## src/rtl/ball_engine.sv

```systemverilog
// Pong ball engine: fixed-point position integration driven by registered sin/cos
// lookups, with serve/play/hold sequencing, wall and paddle reflection, and miss detection.

module ball_engine_sin #(
    parameter int TW = 6
) (
    input  logic              clk,
    input  logic [TW-1:0]     theta,
    output logic signed [7:0] val
);
    logic [5:0] a;
    logic [4:0] k;
    logic [6:0] mag;
    logic [7:0] m8;

    // Table is built for 64 steps per turn; other resolutions map onto it.
    generate
        if (TW >= 6) begin : g_trunc
            assign a = theta[TW-1 -: 6];
        end else begin : g_pad
            assign a = {theta, {(6-TW){1'b0}}};
        end
    endgenerate

    function automatic logic [6:0] qtab(input logic [4:0] i);
        case (i)
            5'd0:  qtab = 7'd0;   5'd1:  qtab = 7'd12;  5'd2:  qtab = 7'd25;
            5'd3:  qtab = 7'd37;  5'd4:  qtab = 7'd49;  5'd5:  qtab = 7'd60;
            5'd6:  qtab = 7'd71;  5'd7:  qtab = 7'd81;  5'd8:  qtab = 7'd90;
            5'd9:  qtab = 7'd98;  5'd10: qtab = 7'd106; 5'd11: qtab = 7'd112;
            5'd12: qtab = 7'd117; 5'd13: qtab = 7'd122; 5'd14: qtab = 7'd125;
            5'd15: qtab = 7'd126; default: qtab = 7'd127;
        endcase
    endfunction

    always_comb begin
        k   = a[4] ? (5'd16 - {1'b0, a[3:0]}) : {1'b0, a[3:0]};
        mag = qtab(k);
        m8  = {1'b0, mag};
    end

    always_ff @(posedge clk)
        val <= a[5] ? $signed(-m8) : $signed(m8);
endmodule

module ball_engine #(
    parameter int POS_BITS    = 4,
    parameter int FRAC_BITS   = 12,
    parameter int THETA_WIDTH = 6,
    parameter int SPEED_WIDTH = 5,
    parameter int PADDLE_LEN  = 4,
    parameter int HOLD_TICKS  = 8
) (
    input  logic                   clk,
    input  logic                   reset,
    input  logic                   tick,
    input  logic                   serve,
    input  logic [THETA_WIDTH-1:0] serve_theta,
    input  logic [SPEED_WIDTH-1:0] speed,
    input  logic [POS_BITS-1:0]    paddle_l,
    input  logic [POS_BITS-1:0]    paddle_r,
    output logic [POS_BITS-1:0]    x,
    output logic [POS_BITS-1:0]    y,
    output logic [THETA_WIDTH-1:0] theta,
    output logic                   in_play,
    output logic                   wall_hit,
    output logic                   paddle_hit,
    output logic                   miss_l,
    output logic                   miss_r
);
    localparam int P  = POS_BITS + FRAC_BITS;
    localparam int D  = 8 + SPEED_WIDTH;
    localparam int CW = $clog2(HOLD_TICKS) + 1;
    localparam logic [P-1:0]           CENTRE    = {1'b1, {(P-1){1'b0}}};
    localparam logic [P-1:0]           PMAX      = '1;
    localparam logic [THETA_WIDTH-1:0] QTR       = {2'b01, {(THETA_WIDTH-2){1'b0}}};
    localparam logic [THETA_WIDTH-1:0] HALF      = {2'b10, {(THETA_WIDTH-2){1'b0}}};
    localparam logic [POS_BITS:0]      PLEN_M1   = (POS_BITS+1)'(PADDLE_LEN - 1);
    localparam logic [CW-1:0]          HOLD_LAST = CW'(HOLD_TICKS - 1);

    typedef enum logic [1:0] {IDLE, SETTLE, MOVE, HOLD} state_t;

    state_t                   state, state_n;
    logic [P-1:0]             h, v, h_n, v_n, v_clamp;
    logic [THETA_WIDTH-1:0]   theta_n, t_vref, theta_cos;
    logic                     settle, settle_n;
    logic [CW-1:0]            cnt, cnt_n;
    logic                     wall_n, paddle_n, miss_l_n, miss_r_n;
    logic signed [7:0]        sin_v, cos_v;
    logic signed [D-1:0]      dx, dy;
    logic signed [P:0]        sum_h, sum_v;
    logic                     h_under, h_over, v_under, v_over, on_pad;
    logic [POS_BITS:0]        y_new, pad_top;

    assign theta_cos = theta + QTR;

    ball_engine_sin #(.TW(THETA_WIDTH)) u_sin (.clk(clk), .theta(theta),     .val(sin_v));
    ball_engine_sin #(.TW(THETA_WIDTH)) u_cos (.clk(clk), .theta(theta_cos), .val(cos_v));

    assign dx = $signed({{SPEED_WIDTH{cos_v[7]}}, cos_v}) * $signed({{8{speed[SPEED_WIDTH-1]}}, speed});
    assign dy = $signed({{SPEED_WIDTH{sin_v[7]}}, sin_v}) * $signed({{8{speed[SPEED_WIDTH-1]}}, speed});
    assign sum_h = $signed({1'b0, h}) + $signed({{(P+1-D){dx[D-1]}}, dx});
    assign sum_v = $signed({1'b0, v}) + $signed({{(P+1-D){dy[D-1]}}, dy});

    // The step is tiny versus the range, so bit P means "below 0" for a negative
    // step and "at or above 2^P" for a positive one.
    assign h_under = dx[D-1]  & sum_h[P];
    assign h_over  = ~dx[D-1] & sum_h[P];
    assign v_under = dy[D-1]  & sum_v[P];
    assign v_over  = ~dy[D-1] & sum_v[P];

    assign v_clamp = v_under ? '0 : (v_over ? PMAX : sum_v[P-1:0]);
    assign y_new   = {1'b0, v_clamp[P-1 -: POS_BITS]};
    assign pad_top = {1'b0, h_under ? paddle_l : paddle_r};
    assign on_pad  = (y_new >= pad_top) && (y_new <= pad_top + PLEN_M1);

    always_comb begin
        state_n  = state;
        h_n      = h;
        v_n      = v;
        theta_n  = theta;
        t_vref   = theta;
        settle_n = 1'b0;
        cnt_n    = cnt;
        wall_n   = 1'b0;
        paddle_n = 1'b0;
        miss_l_n = 1'b0;
        miss_r_n = 1'b0;
        case (state)
            IDLE: begin
                h_n   = CENTRE;
                v_n   = CENTRE;
                cnt_n = '0;
                if (serve) begin
                    theta_n = serve_theta;
                    state_n = SETTLE;
                end
            end
            SETTLE: state_n = MOVE;
            MOVE: begin
                if (tick && !settle) begin
                    if ((h_under || h_over) && !on_pad) begin
                        miss_l_n = h_under;
                        miss_r_n = h_over;
                        state_n  = HOLD;
                    end else begin
                        h_n      = h_under ? '0 : (h_over ? PMAX : sum_h[P-1:0]);
                        v_n      = v_clamp;
                        t_vref   = (v_under || v_over) ? -theta : theta;
                        theta_n  = (h_under || h_over) ? HALF - t_vref : t_vref;
                        wall_n   = v_under || v_over;
                        paddle_n = h_under || h_over;
                        // LUTs need a cycle to follow the new angle.
                        settle_n = (theta_n != theta);
                    end
                end
            end
            HOLD: begin
                if (tick) begin
                    if (cnt == HOLD_LAST) begin
                        state_n = IDLE;
                        cnt_n   = '0;
                        h_n     = CENTRE;
                        v_n     = CENTRE;
                    end else begin
                        cnt_n = cnt + 1'b1;
                    end
                end
            end
            default: state_n = IDLE;
        endcase
    end

    always_ff @(posedge clk) begin
        if (reset) begin
            state      <= IDLE;
            h          <= CENTRE;
            v          <= CENTRE;
            theta      <= '0;
            settle     <= 1'b0;
            cnt        <= '0;
            wall_hit   <= 1'b0;
            paddle_hit <= 1'b0;
            miss_l     <= 1'b0;
            miss_r     <= 1'b0;
        end else begin
            state      <= state_n;
            h          <= h_n;
            v          <= v_n;
            theta      <= theta_n;
            settle     <= settle_n;
            cnt        <= cnt_n;
            wall_hit   <= wall_n;
            paddle_hit <= paddle_n;
            miss_l     <= miss_l_n;
            miss_r     <= miss_r_n;
        end
    end

    assign x       = h[P-1 -: POS_BITS];
    assign y       = v[P-1 -: POS_BITS];
    assign in_play = (state == SETTLE) || (state == MOVE);
endmodule

```

## config.mk

```make
export PLATFORM = sky130hd
export DESIGN_NAME = ball_engine
export DESIGN_NICKNAME = d
export VERILOG_FILES = /design/src/rtl/ball_engine.sv
export SDC_FILE = /design/constraint.sdc
export NUM_CORES = 1
export LEC_CHECK = 0
export CAP_MARGIN = 20
export CORE_MARGIN = 10
export CORE_UTILIZATION = 50
export CTS_CLUSTER_SIZE = 12
export DETAILED_ROUTE_END_ITERATION = 8
export DONT_BUFFER_PORTS = 1
export SLEW_MARGIN = 20
export SYNTH_ARGS = -nofsm -noshare
export SYNTH_HDL_FRONTEND = slang
export SYNTH_HIERARCHICAL = 1
export SYNTH_SLANG_ARGS = --single-unit
```

## constraint.sdc

```tcl
create_clock -name clk -period 15.1 [get_ports clk]
set_input_delay 3.775 -clock clk [delete_from_list [all_inputs] [get_ports clk]]
set_output_delay 3.775 -clock clk [all_outputs]
set_load 0.005 [all_outputs]
```

# Yosys cells after proc, flatten, opt, wreduce, memory -nomap -nowiden
# Memories as Yosys holds them, arrays and structs flattened.
# Index checks and enable logic that the tools add are counted.
# word_totals
elab_cells,103
input_bits,23
output_inout_bits,19
rom_bits,224
mem_count,2
regBits,65
# memory_table
name,depth,width,read_ports,rd_ports_with_merged_regs,write_ports,line_no,text
(no name shown),16,7,1,0,0,26,case (i)
(no name shown),16,7,1,0,0,26,
# classes
n_bitwise,9
mul,2
n_reduce_logical,18
order_cmp,2
addsub,11
n_eq_ne,11
muxes,34
# ops
op,n
two-way mux 16 bit,10
case mux 16 bit (3 select lines),2
adder 17 x 13 -> 17 bit,2
two-way mux 6 bit,5
two-way mux 7 bit,4
multiplier 8 x 5 -> 13 bit,2
negator 7 -> 8 bit,2
two-way mux 4 bit,3
!= test 2 bit (second input constant),6
case mux 6 bit (2 select lines),1
two-way mux 2 bit,5
two-way mux 5 bit,2
AND reduction 5 bit,2
subtractor 5 x 4 -> 5 bit (first input constant),2
case mux 2 bit (4 select lines),1
case mux 4 bit (2 select lines),1
OR reduction 4 bit,2
adder 6 x 5 -> 6 bit (second input constant),1
!= test 6 bit,1
negator 6 bit,1
subtractor 6 bit (first input constant),1
adder 4 x 2 -> 5 bit (second input constant),1
less-or-equal comparator 4 x 5 -> 1 bit,1
NOT 1 bit,5
14 further kinds,24

# Logic depth before layout (Yosys ltp)
# Gate-level depths: netlist (run 1).
# depth
depth_word,12
ltp_mapped,37
mapped_depth_nobuf,34

# Modules after synthesis
# The synthesis (run 1) kept the hierarchy.
# by_module_without_submodules
mod,instances,area_each_um2,cells_per_inst,seq_area_each_um2
ball_engine,1,6970.4,825,980.9
ball_engine_sin at u_sin,1,807.0,87,160.2
ball_engine_sin at u_cos,1,789.5,97,160.2

# Worst setup path before layout (run 1)
# OpenSTA, ideal clock, no wires.
# synth_timing
path_type,input to register
from,input port speed[4]
to,register theta[3]
path_buffers,3
stages,36
setup_ns,0.117
required_time_ns,14.983
arrival_ns,11.525
setup_slack_ns,3.458
path_cell_list,inv_1 clkbuf_1 nor2_1 fa_1 inv_1 fa_1 fa_1 inv_1 ha_1 and3_1 a2111oi_4 a21oi_2 a31oi_4 xnor2_1 ha_1 and2_1 a21o_1 a31o_1 o21a_1 o21ai_1 o2bb2ai_1 ha_1 clkbuf_1 inv_1 and2_1 mux2_4 nor2b_1 ha_1 nor2b_1 o211ai_1 a21oi_1 a22o_1 o31a_1 buf_2 o21bai_1 a32o_1
# synth_via
elab_chain_len,11
word_cells_on_any_way,29
classes_between,add/sub (4); mul (2); order compare (2); eq/ne (1); mux (8); bitwise (6); reduce/logical (6)
# synth_lines
item,line_no,text
start: declaration,59,"input logic [SPEED_WIDTH-1:0] speed,"
multiplier 8 x 5 -> 13 bit (on tied branches),"100, 101",
adder 17 x 13 -> 17 bit (tied with other cells),102,"assign sum_h = $signed({1'b0, h}) + $signed({{(P+1-D){dx[D-1]}}, dx});"
bitwise AND 1 bit (on tied branches),"107, 110",
two-way mux 4 bit or two-way mux 16 bit (tied branches),"114, 112",
adder 4 x 2 -> 5 bit or two-way mux 16 bit (tied branches),"115, 112",
less-or-equal comparator 4 x 5 -> 1 bit or >= comparator 4 bit (tied branches),115,assign on_pad = (y_new >= pad_top) && (y_new <= pad_top + PLEN_M1);
logical AND 1 bit,115,
zero test 1 bit,142,if ((h_under || h_over) && !on_pad) begin
logical AND 1 bit,142,
!= test 2 bit (no line),n/a,
AND reduction 4 bit (no line),n/a,
end signal: assignment,190,theta <= theta_n;
end: declaration,64,"output logic [THETA_WIDTH-1:0] theta,"
# Parallel ways exist; a longest one is shown, timed or not. The select of a mux whose other input is x is not followed.
# A chain may end at the register's enable or synchronous reset.

# Final worst setup path (run 1)
# layout_timing
from,input port speed[4]
to,register h[5]
# layout_via
elab_chain_len,11
word_cells_on_any_way,27
classes_between,add/sub (3); mul (2); order compare (2); eq/ne (1); mux (8); bitwise (6); reduce/logical (5)
# layout_lines
item,line_no,text
multiplier 8 x 5 -> 13 bit (on tied branches),"100, 101",
adder 17 x 13 -> 17 bit (tied with other cells),102,
bitwise AND 1 bit (on tied branches),"107, 110",
two-way mux 4 bit or two-way mux 16 bit (tied branches),"114, 112",
adder 4 x 2 -> 5 bit or two-way mux 16 bit (tied branches),"115, 112",
less-or-equal comparator 4 x 5 -> 1 bit or >= comparator 4 bit (tied branches),115,
logical AND 1 bit,115,
zero test 1 bit,142,
logical AND 1 bit,142,
!= test 2 bit (no line),n/a,
AND reduction 5 bit (no line),n/a,
end signal: assignment,188,h <= h_n;
end: declaration,84,"logic [P-1:0] h, v, h_n, v_n, v_clamp;"
# Parallel ways exist; a longest one is shown, timed or not. The select of a mux whose other input is x is not followed.

==> results of run 1 <==
[cell families after synthesis]
| group | after synthesis |
|---|---|
| xor gates and xnor gates | 63 |
| adders and majority gates | 159 |
| and+or+nand+nor | 287 |
| AOI/OAI and AO/OA | 249 |
| DFF | 65 |
| muxes | 23 |
| buffers and inverters | 163 |
[routing by layer]
metal | GRT usage (%) | routed length (um)
met1 | 22.8 | 9120
met2 | 28.1 | 8760
met5 | 0 | 0
met3 | 3.58 | 788
met4 | 4.52 | 215
[through the flow]
step	instances	hold slack (ns)
3_3_place_gp	1192	0.470
2_1_floorplan	1009	0.441
3_5_place_dp	1192	0.472
6_report	1208	0.486
4_1_cts	1207	0.488
5_1_grt	1208	0.506
[sequential cells by signal, indices dropped and copies added, names as in the netlist]
| name | flops |
|---|---|
| cnt | 4 |
| v | 16 |
| wall_hit | 1 |
| u_cos/val | 8 |
| u_sin/val | 8 |
| state | 2 |
| settle | 1 |
| theta | 6 |
| paddle_hit | 1 |
| miss_l | 1 |
| h | 16 |
| miss_r | 1 |
[how the worst max path moves through the flow]
stage / start / endpoint / depth (start not counted)
finish: speed[4] / h[5] / 33
CTS: speed[4] / h[5] / 33
floorplan: speed[4] / theta[3] / 36
global route: speed[4] / v[7] / 33
global placement: speed[4] / h[4] / 33
detailed placement: speed[4] / v[13] / 33
[cells in the mapped netlist (4+ instances only)]
library cell / n / area, um2
a211o_1: 6 / 52.6
a211oi_1: 8 / 60.1
a21o_1: 20 / 150
a21oi_1: 41 / 205
a22o_1: 31 / 272
a31o_1: 5 / 43.8
a31oi_1: 11 / 68.8
a32oi_1: 5 / 43.8
a41oi_1: 4 / 35.0
and2_1: 60 / 375
and3_1: 8 / 50.1
buf_2: 8 / 40.0
buf_4: 13 / 97.6
clkbuf_1: 18 / 67.6
dfxtp_1: 65 / 1300
fa_1: 54 / 1080
ha_1: 105 / 1310
inv_1: 119 / 447
mux2i_1: 17 / 170
nand2_1: 56 / 210
nand2b_1: 25 / 156
nand3_1: 17 / 85.1
nor2_1: 57 / 214
nor2b_1: 14 / 87.6
nor3_1: 18 / 90.1
o211ai_1: 5 / 37.5
o21a_1: 15 / 113
o21ai_0: 29 / 145
o21ai_1: 14 / 70.1
o21bai_1: 7 / 52.6
o31a_1: 5 / 43.8
o31ai_1: 8 / 60.1
or3_1: 4 / 25.0
xnor2_1: 42 / 368
xor2_1: 19 / 166
[worst reg2reg max path, delay by kind of cell, from the launching register on]
family | cells | cell delay [ns]
AOI/OAI and AO/OA | 14 | 3.46
xor gates and xnor gates | 1 | 0.29
adders and majority gates | 7 | 3.37
buffers and inverters | 4 | 0.42
DFF | 1 | 0.45
muxes | 1 | 0.27
and+or+nand+nor | 5 | 0.89
[final cells by class]
type,instances,area (um2),share of cell area [%]
clock inverter,2,60.1,0.668
antenna,1,2.50,0.0278
timing repair buffer,4,30.0,0.334
multi-input combinational,781,6600,73.3
inverter,122,458,5.09
sequential,65,1300,14.5
tap,220,275,3.06
clock buffer,13,270,3.01
==> metrics, run 1 <==
most frequent cells in the layout=inv_1, ha_1, dfxtp_1; detailed-route wire length per cell=15.6 um; # Max-Cap Violations=0; Simple-Gate Fraction of Synth Area=17.7%; Hold Crit Depth=1; top_reg_cell synth=dfxtp_1; max-slew violation count=0; reg-to-reg slack, setup=5.90 ns; Core Box Area=~17000 um2; worst skew pair latency=0.34 ns; total track usage=17.3%; Hold Violations, Final=0; worst hold start=h[6]; Die Ht=151 um; Cell Area, Placed=a little under 9000 um2; post-cts sizing count=0; HPWL after DPL=14.9 mm; sequential fraction of the synthesis area=between 10% and 20%; CTS tree=built; Post-Place Setup Slack=between 2 and 2.5 ns; RSZ-0062 raised after global routing=false; RR Startpoint=u_sin/val[1]; Worst Setup Start Kind=input pin; R2R Path End=h[5]; xor-xnor portion of the synthesized cell area=around 6.9%; mapped cell area=8570 um2; Tmin final=around 13 ns; Yosys reg bits=65; status=complete, no violations; commonest non-fill, non-tap cell in the layout=inv_1; largest family of logic cells by synthesized area=adder cells; number of cell rows=47; fmax=between 0.07 and 0.08 GHz; # fillers=around 1600; arrival time at the worst endpoint=between 10 and 15 ns; DRC errors left=0; DR vias=between 6000 and 7000; gr ovfl total=0; Mean Syn Cell Area=~8.5 um2; Yosys warning count=6; Final Util=between 50% and 60%; Post-synth EDFFs=0; WS Path Type=input pin to register; fin crit share=83.2%; clk sinks=65; hold buffer count at CTS=0; Final WS setup=between 2 and 3 ns; CTS buffer count=9; 1st-pass router iterations=5; layout cells sized above 1=between 4 and 5%; I/O pins=42; Post-Layout Inst Area=~9000 um2; post-route setup TNS=0 ns; Final setup viols=0; Die Span X=151 um; worst reg-to-reg path cell count=32; Slew HR=33.6%; initial antenna violation count=1; Routed WL=roughly 19 mm; Buffers & Inverters on Critical Path=5; Final Wtd Congestion=slightly below 0.9; H-tree Lvls=3; Worst EP required=15.38 ns; Synth Area in Adders=between 20 and 30%; Worst path slowest cell=a31oi_4; post-CTS setup buffer count=0; Least-Margin Pin Slew=0.996 ns; worst-case clock buffer depth=2; number of buffers added on ports=0; vias in the first global route=about 6700; ANT nets after route=0; worst-path fanout max=32; Final #Nets=approximately 1200; Initial Utilization=roughly 51%; mean number of vias per cell=5.61; worst min path class=register to register; post-synthesis cell type count=slightly above 80; CP peak stage delay=0.83 ns; Compound-Gate Fraction of Synth Area=between 20% and 30%; syn nets=approximately 1200; Initial DRC Count=303; Syn Inst Count=about 1000; first-pass GRT wire length=between 30 and 40 mm; clk_skew=just under 0.01 ns; CP endpoint kind=register; Hold EP=h[6]; delay-heaviest family, CP=compound AO/OA/AOI/OAI gates; pin count of the biggest net entering global routing=33; Async S/R FF share, synth=0%; total die area=~23000 um2; Synth-to-Final Area Change=4.97%; multiplexer area fraction after synthesis=2.86%; CTS root buf=clkbuf_16; clock transition at the registers of the reported paths=about 0.050 ns
Power of run 1 is not shown: default switching activity piles up to over one toggle a cycle in this logic, so the estimate is an artifact.
==> run 2: changes to the inputs <==
PLACE_DENSITY = 0.68   (was default)
clock period = 10.3 ns   (was 15.1 ns; I/O delays follow)
==> metrics, run 2 (synthesized netlist as in run 1, its figures left out) <==
initial antenna violation count=0 (-1); HPWL after DPL=14.9 mm (+0.57%); CTS tree=built; first-pass GRT wire length=32.2 mm (-0.55%); worst reg-to-reg path cell count=32 (unchanged); worst skew pair latency=0.34 ns (about the same); worst-path fanout max=10 (-69%); most frequent cells in the layout=inv_1, ha_1, dfxtp_1; worst min path class=register to register; WS Path Type=input pin to register; I/O pins=42 (unchanged); worst-case clock buffer depth=2 (unchanged); Hold Crit Depth=1 (unchanged); number of cell rows=47 (unchanged); Multi-input gate area=6620 um2 (+0.44%); ANT nets after route=0 (unchanged); register area=1300 um2 (unchanged); status=complete, no violations; mean number of vias per cell=5.65 (+0.80%); detailed-route wire length per cell=15.8 um (+0.82%); Die Span X=151 um (unchanged); post-route setup TNS=0 ns (unchanged); Hold EP=v[10]; reg-to-reg slack, setup=2.51 ns (-3.39 ns); Core Box Area=16700 um2 (unchanged); gr ovfl total=0 (unchanged); Final #Nets=1176 (+0.94%); Worst EP required=10.53 ns (-4.85 ns); CTS root buf=clkbuf_16; post-CTS setup buffer count=0 (unchanged); total track usage=17.2% (-0.12 points); number of diodes=0 (-1); Initial DRC Count=276 (-8.9%); clock transition at the registers of the reported paths=0.06 ns (about the same); Synth-to-Final Area Change=6.25%; Die Ht=151 um (unchanged); Post-Layout Inst Area=9100 um2 (+1.2%); total die area=22800 um2 (unchanged); layout cells sized above 1=6.11% (+1.5 points); Final Wtd Congestion=0.848 (-2.6%); # Max-Cap Violations=0 (unchanged); hold buffer count at CTS=0 (unchanged); Initial Utilization=51.3% (unchanged); Worst Setup Start Kind=input pin; Least-Margin Pin Slew=0.777 ns (-0.218 ns); worst hold start=v[10]; Tmin final=between 9 and 10 ns; R2R Path End=theta[3]; fmax=roughly 0.10 GHz; clk sinks=65 (unchanged); Largest regs=h x16, v x16; arrival time at the worst endpoint=10.04 ns (-2.80 ns); DRC errors left=0 (unchanged); DR vias=6884 (+1.6%); CP endpoint kind=register; H-tree Lvls=3 (unchanged); Final setup viols=0 (unchanged); max-slew violation count=0 (unchanged); Cell Area, Placed=8750 um2 (+1.0%); Worst path slowest cell=fa_1; RSZ-0062 raised after global routing=false; Slew HR=48.1% (+14 points); fin crit share=a little over nine tenths; commonest non-fill, non-tap cell in the layout=inv_1; Routed WL=19.2 mm (+1.7%); # fillers=1574 (-2.3%); pin count of the biggest net entering global routing=33 (unchanged); 1st-pass router iterations=4 (-1); CP peak stage delay=0.54 ns (-0.29 ns); RR Startpoint=u_sin/val[0]; CTS buffer count=9 (unchanged); clk_skew=0.0106 ns (+0.000914 ns); post-cts sizing count=0 (unchanged); Hold Violations, Final=0 (unchanged); vias in the first global route=6603 (-0.90%); number of buffers added on ports=0 (unchanged)
[run 2: changes by cell type in the layout (fill, tap and decap cells not counted), moves of 2 or more]
cell        before  now
buf_4            4   14
clkbuf_8         3    1
clkinvlp_4       0    2
mux2i_1         17   15
mux2i_4          0    2
[run 2: critical path: cells and delay by family]
family                   cells  cell delay, ns
XOR/XNOR                     1            0.19
AO/OA/AOI/OAI               15            2.97
adder cells (fa/ha/maj)      8            3.05
multiplexers                 1            0.29
buffers and inverters        4            0.44
AND/OR/NAND/NOR              4            0.52
[run 2: worst max-delay path by stage]
stage             start       end  slack (ns)  depth (start not counted)
2_1_floorplan  speed[4]  theta[3]        0.03                         36
3_3_place_gp   speed[4]  theta[3]        0.15                         33
3_5_place_dp   speed[4]  theta[3]      -0.007                         33
4_1_cts        speed[4]  theta[3]        0.34                         33
5_1_grt        speed[4]  theta[3]        0.01                         33
6_report       speed[4]  theta[3]        0.48                         33
[run 2: final cells by class]
type / instances / share of cell area, %
clock buffers: 10 / 2.63
multi-input cells: 781 / 72.8
repair buffers: 15 / 1.37
well taps: 220 / 3.02
flip-flops and latches: 65 / 14.3
inverters: 122 / 5.03
clock inverters: 5 / 0.880
[run 2: per-stage QoR]
stage                     hold slack [ns]  cells  utilization, %  setup WS, ns
after floorplan                     0.441   1009               -        0.0305
after global placement              0.470   1203            52.4         0.152
after detailed placement            0.475   1203            52.4      -0.00748
after CTS                           0.490   1218            54.3         0.336
after global routing                0.501   1218            54.5        0.0134
final                               0.489   1218            54.5         0.485
[run 2: per-layer routing]
layer,vias up,part of all wire [%],track usage [%]
met3,17,4.4,3.19
met5,-,0,0
met2,140,49,29.5
met4,0,1.0,3.85
li1,3463,-,-
met1,3264,46,21.9
Power of run 2 is left out for the same reason.
==> run 3: changes to the inputs <==
TNS_END_PERCENT = 30   (was default)
==> results of run 3 <==
Same layout as run 2: the final DEF is identical, and so are final timing and power.
Power of run 3 is left out for the same reason.
==> RTL edit, RTL diff (flow settings as in run 3) <==
Encoding of `state_t`: now one-hot (4 bits for 4 states).
--- a/src/rtl/ball_engine.sv
+++ b/src/rtl/ball_engine.sv
@@ -80,3 +80,3 @@
 
-    typedef enum logic [1:0] {IDLE, SETTLE, MOVE, HOLD} state_t;
+    typedef enum logic [3:0] {IDLE = 4'b0001, SETTLE = 4'b0010, MOVE = 4'b0100, HOLD = 4'b1000} state_t;
 
Check against the original RTL: same outputs for any inputs over 4 cycles, from zero or initial values and one cycle with reset high; so few cycles prove little.
==> RTL edit against run 3 <==
  * Sequential cell count grew 2
  * Synthesized cell count grew 5.3%
  * Count of clock-buffer cells in the layout is the same
  * Final area grew 3.6%
  * Core utilization is essentially flat
  * Worst setup slack gained 0.024 ns
  * First-iteration DRC count grew 43%
  * Routed wire length grew 3.1%
  * Fmax grew 0.25%
  * Synthesized area grew 3.0%
  * Register-to-register slack lost 0.15 ns
  * Critical path type unchanged
  * Critical endpoint is now h[5]$_SDFFE_PP0P_
  * Highest routed layer unchanged
Power is not shown: default switching activity piles up to over one toggle a cycle in this logic, so the estimate is an artifact.
==> RTL edit: results (changes against run 3) <==
| Metric | Value |
|---|---|
| DP Worst Slack | -0.08209 ns (-0.07461 ns) |
| M1 GR Usage | 21.72% (-0.14 points) |
| Max cap viols | 0 (unchanged) |
| Worst Skew | 0.01290 ns (+0.002256 ns) |
| Clk tree area frac | 2.958% (-0.55 points) |
| Post-synthesis mux area share | 2.027% (-0.84 points) |
| Top area cells in the synthesized netlist | dfxtp_1 15%, ha_1 14%, fa_1 12% |
| GP Congestion | 0.8683 (+2.4%) |
| Bufs w/o clock | 31 (+16) |
| First-pass GRT wire length | 34,240 um (+6.4%) |
| Status | completed |
| Post-DP Area | 9102 um2 (+4.1%) |
| Synth Area in XOR/XNOR | 7.159% (+0.28 points) |
| Post-Syn Nets | 1,241 (+4.2%) |
| Total die area | 23,370 um2 (+2.6%) |
| Non-clk buf share | 2.599% (+1.2 points) |
| Met2 Use GR | 28.63% (-0.85 points) |
| Starting DRT DRC Count | 396 (+43%) |
| Inverter count | 124 (+1.6%) |
| Seq/total area | 14.22% (-0.078 points) |
| Vias per inst | 5.676 (+0.43%) |
| Synth unique cells | 89 (+7.2%) |
| Adder and majority cell fraction of the synthesized area | 26.71% (-1.2 points) |
| TritonCTS Sinks | 67 (+3.1%) |
| Share of cells above drive strength 1 | 9.125% (+3.0 points) |
| Fill cells | 1,612 (+2.4%) |
| Multi-input logic area | 6822 um2 (+3.0%) |
| Vias in the first global route | 7,114 (+7.7%) |
| Slew @ Worst Pin | 0.7711 ns (-0.006063 ns) |
| Seq/Total Area, Yosys | 15.20% (about the same) |
| Wire length on met3 | 682 um (-20%) |
| Met2 WL post-DR | 9443 um (+0.85%) |
| Post-Route M1 WL | 9282 um (+5.7%) |
| Compound-Gate Fraction of Synth Area | 22.31% (+0.95 points) |
| Met3 GRT Util | 2.497% (-0.69 points) |
| Multi-input gates | 825 (+5.6%) |
| CP peak stage delay | 0.57 ns (+0.03 ns) |
| Synth top cells by count | 123 x inv_1, 102 x ha_1, 70 x nand2_1 |
| Crit-path slowest cell | fa_1 |
| Final HPWL from detailed placement | 15,700 um (+5.0%) |
| Post-route non-filler standard cell count | 1,288 (+5.7%) |
| Yosys warning count | 6 (unchanged) |
| Drt first pass iters | 5 (+1) |
| Antenna cells | 0 (unchanged) |
| CLK BUF | 10 (unchanged) |
| Post-Route Utilization | 54.54% (about the same) |
| Largest net degree at the start of global routing | 32 (-3.0%) |
| Total GRT Usage | 16.96% (-0.21 points) |
| Cells after synthesis | 1,062 (+5.3%) |
| Crit path max fanout | 31 (+21) |
| Routed wire length per instance | 15.36 um (-2.5%) |
| Worst Path Arrival | 10.02 ns (-0.02 ns) |
-- RTL edit: cell types whose count changed after synthesis, sizes merged, moves of 5 or more --
cell,before,now
a22o,31,11
clkbuf,18,23
nand2,56,70
o21ai,43,51
nor2,59,68
a221o,0,7
nand2b,26,21
a21oi,43,66
-- RTL edit: what timing repair did --
action	in CTS	in global routing
endpoints found under the setup margin	0	41
buffers inserted	0	1
resized for setup	0	12
-- RTL edit: final timing paths --
path	from	endpoint	slack [ns]	cells past startpoint
worst max-delay path	speed[4]	h[5]$_SDFFE_PP0P_	0.51	31
worst min-delay path	v[2]$_SDFFE_PP0P_	v[2]$_SDFFE_PP0P_	0.47	2
worst max register to register	u_cos/val[0]$_DFF_P_	h[5]$_SDFFE_PP0P_	2.36	30
worst min register to register	v[2]$_SDFFE_PP0P_	v[2]$_SDFFE_PP0P_	0.47	2
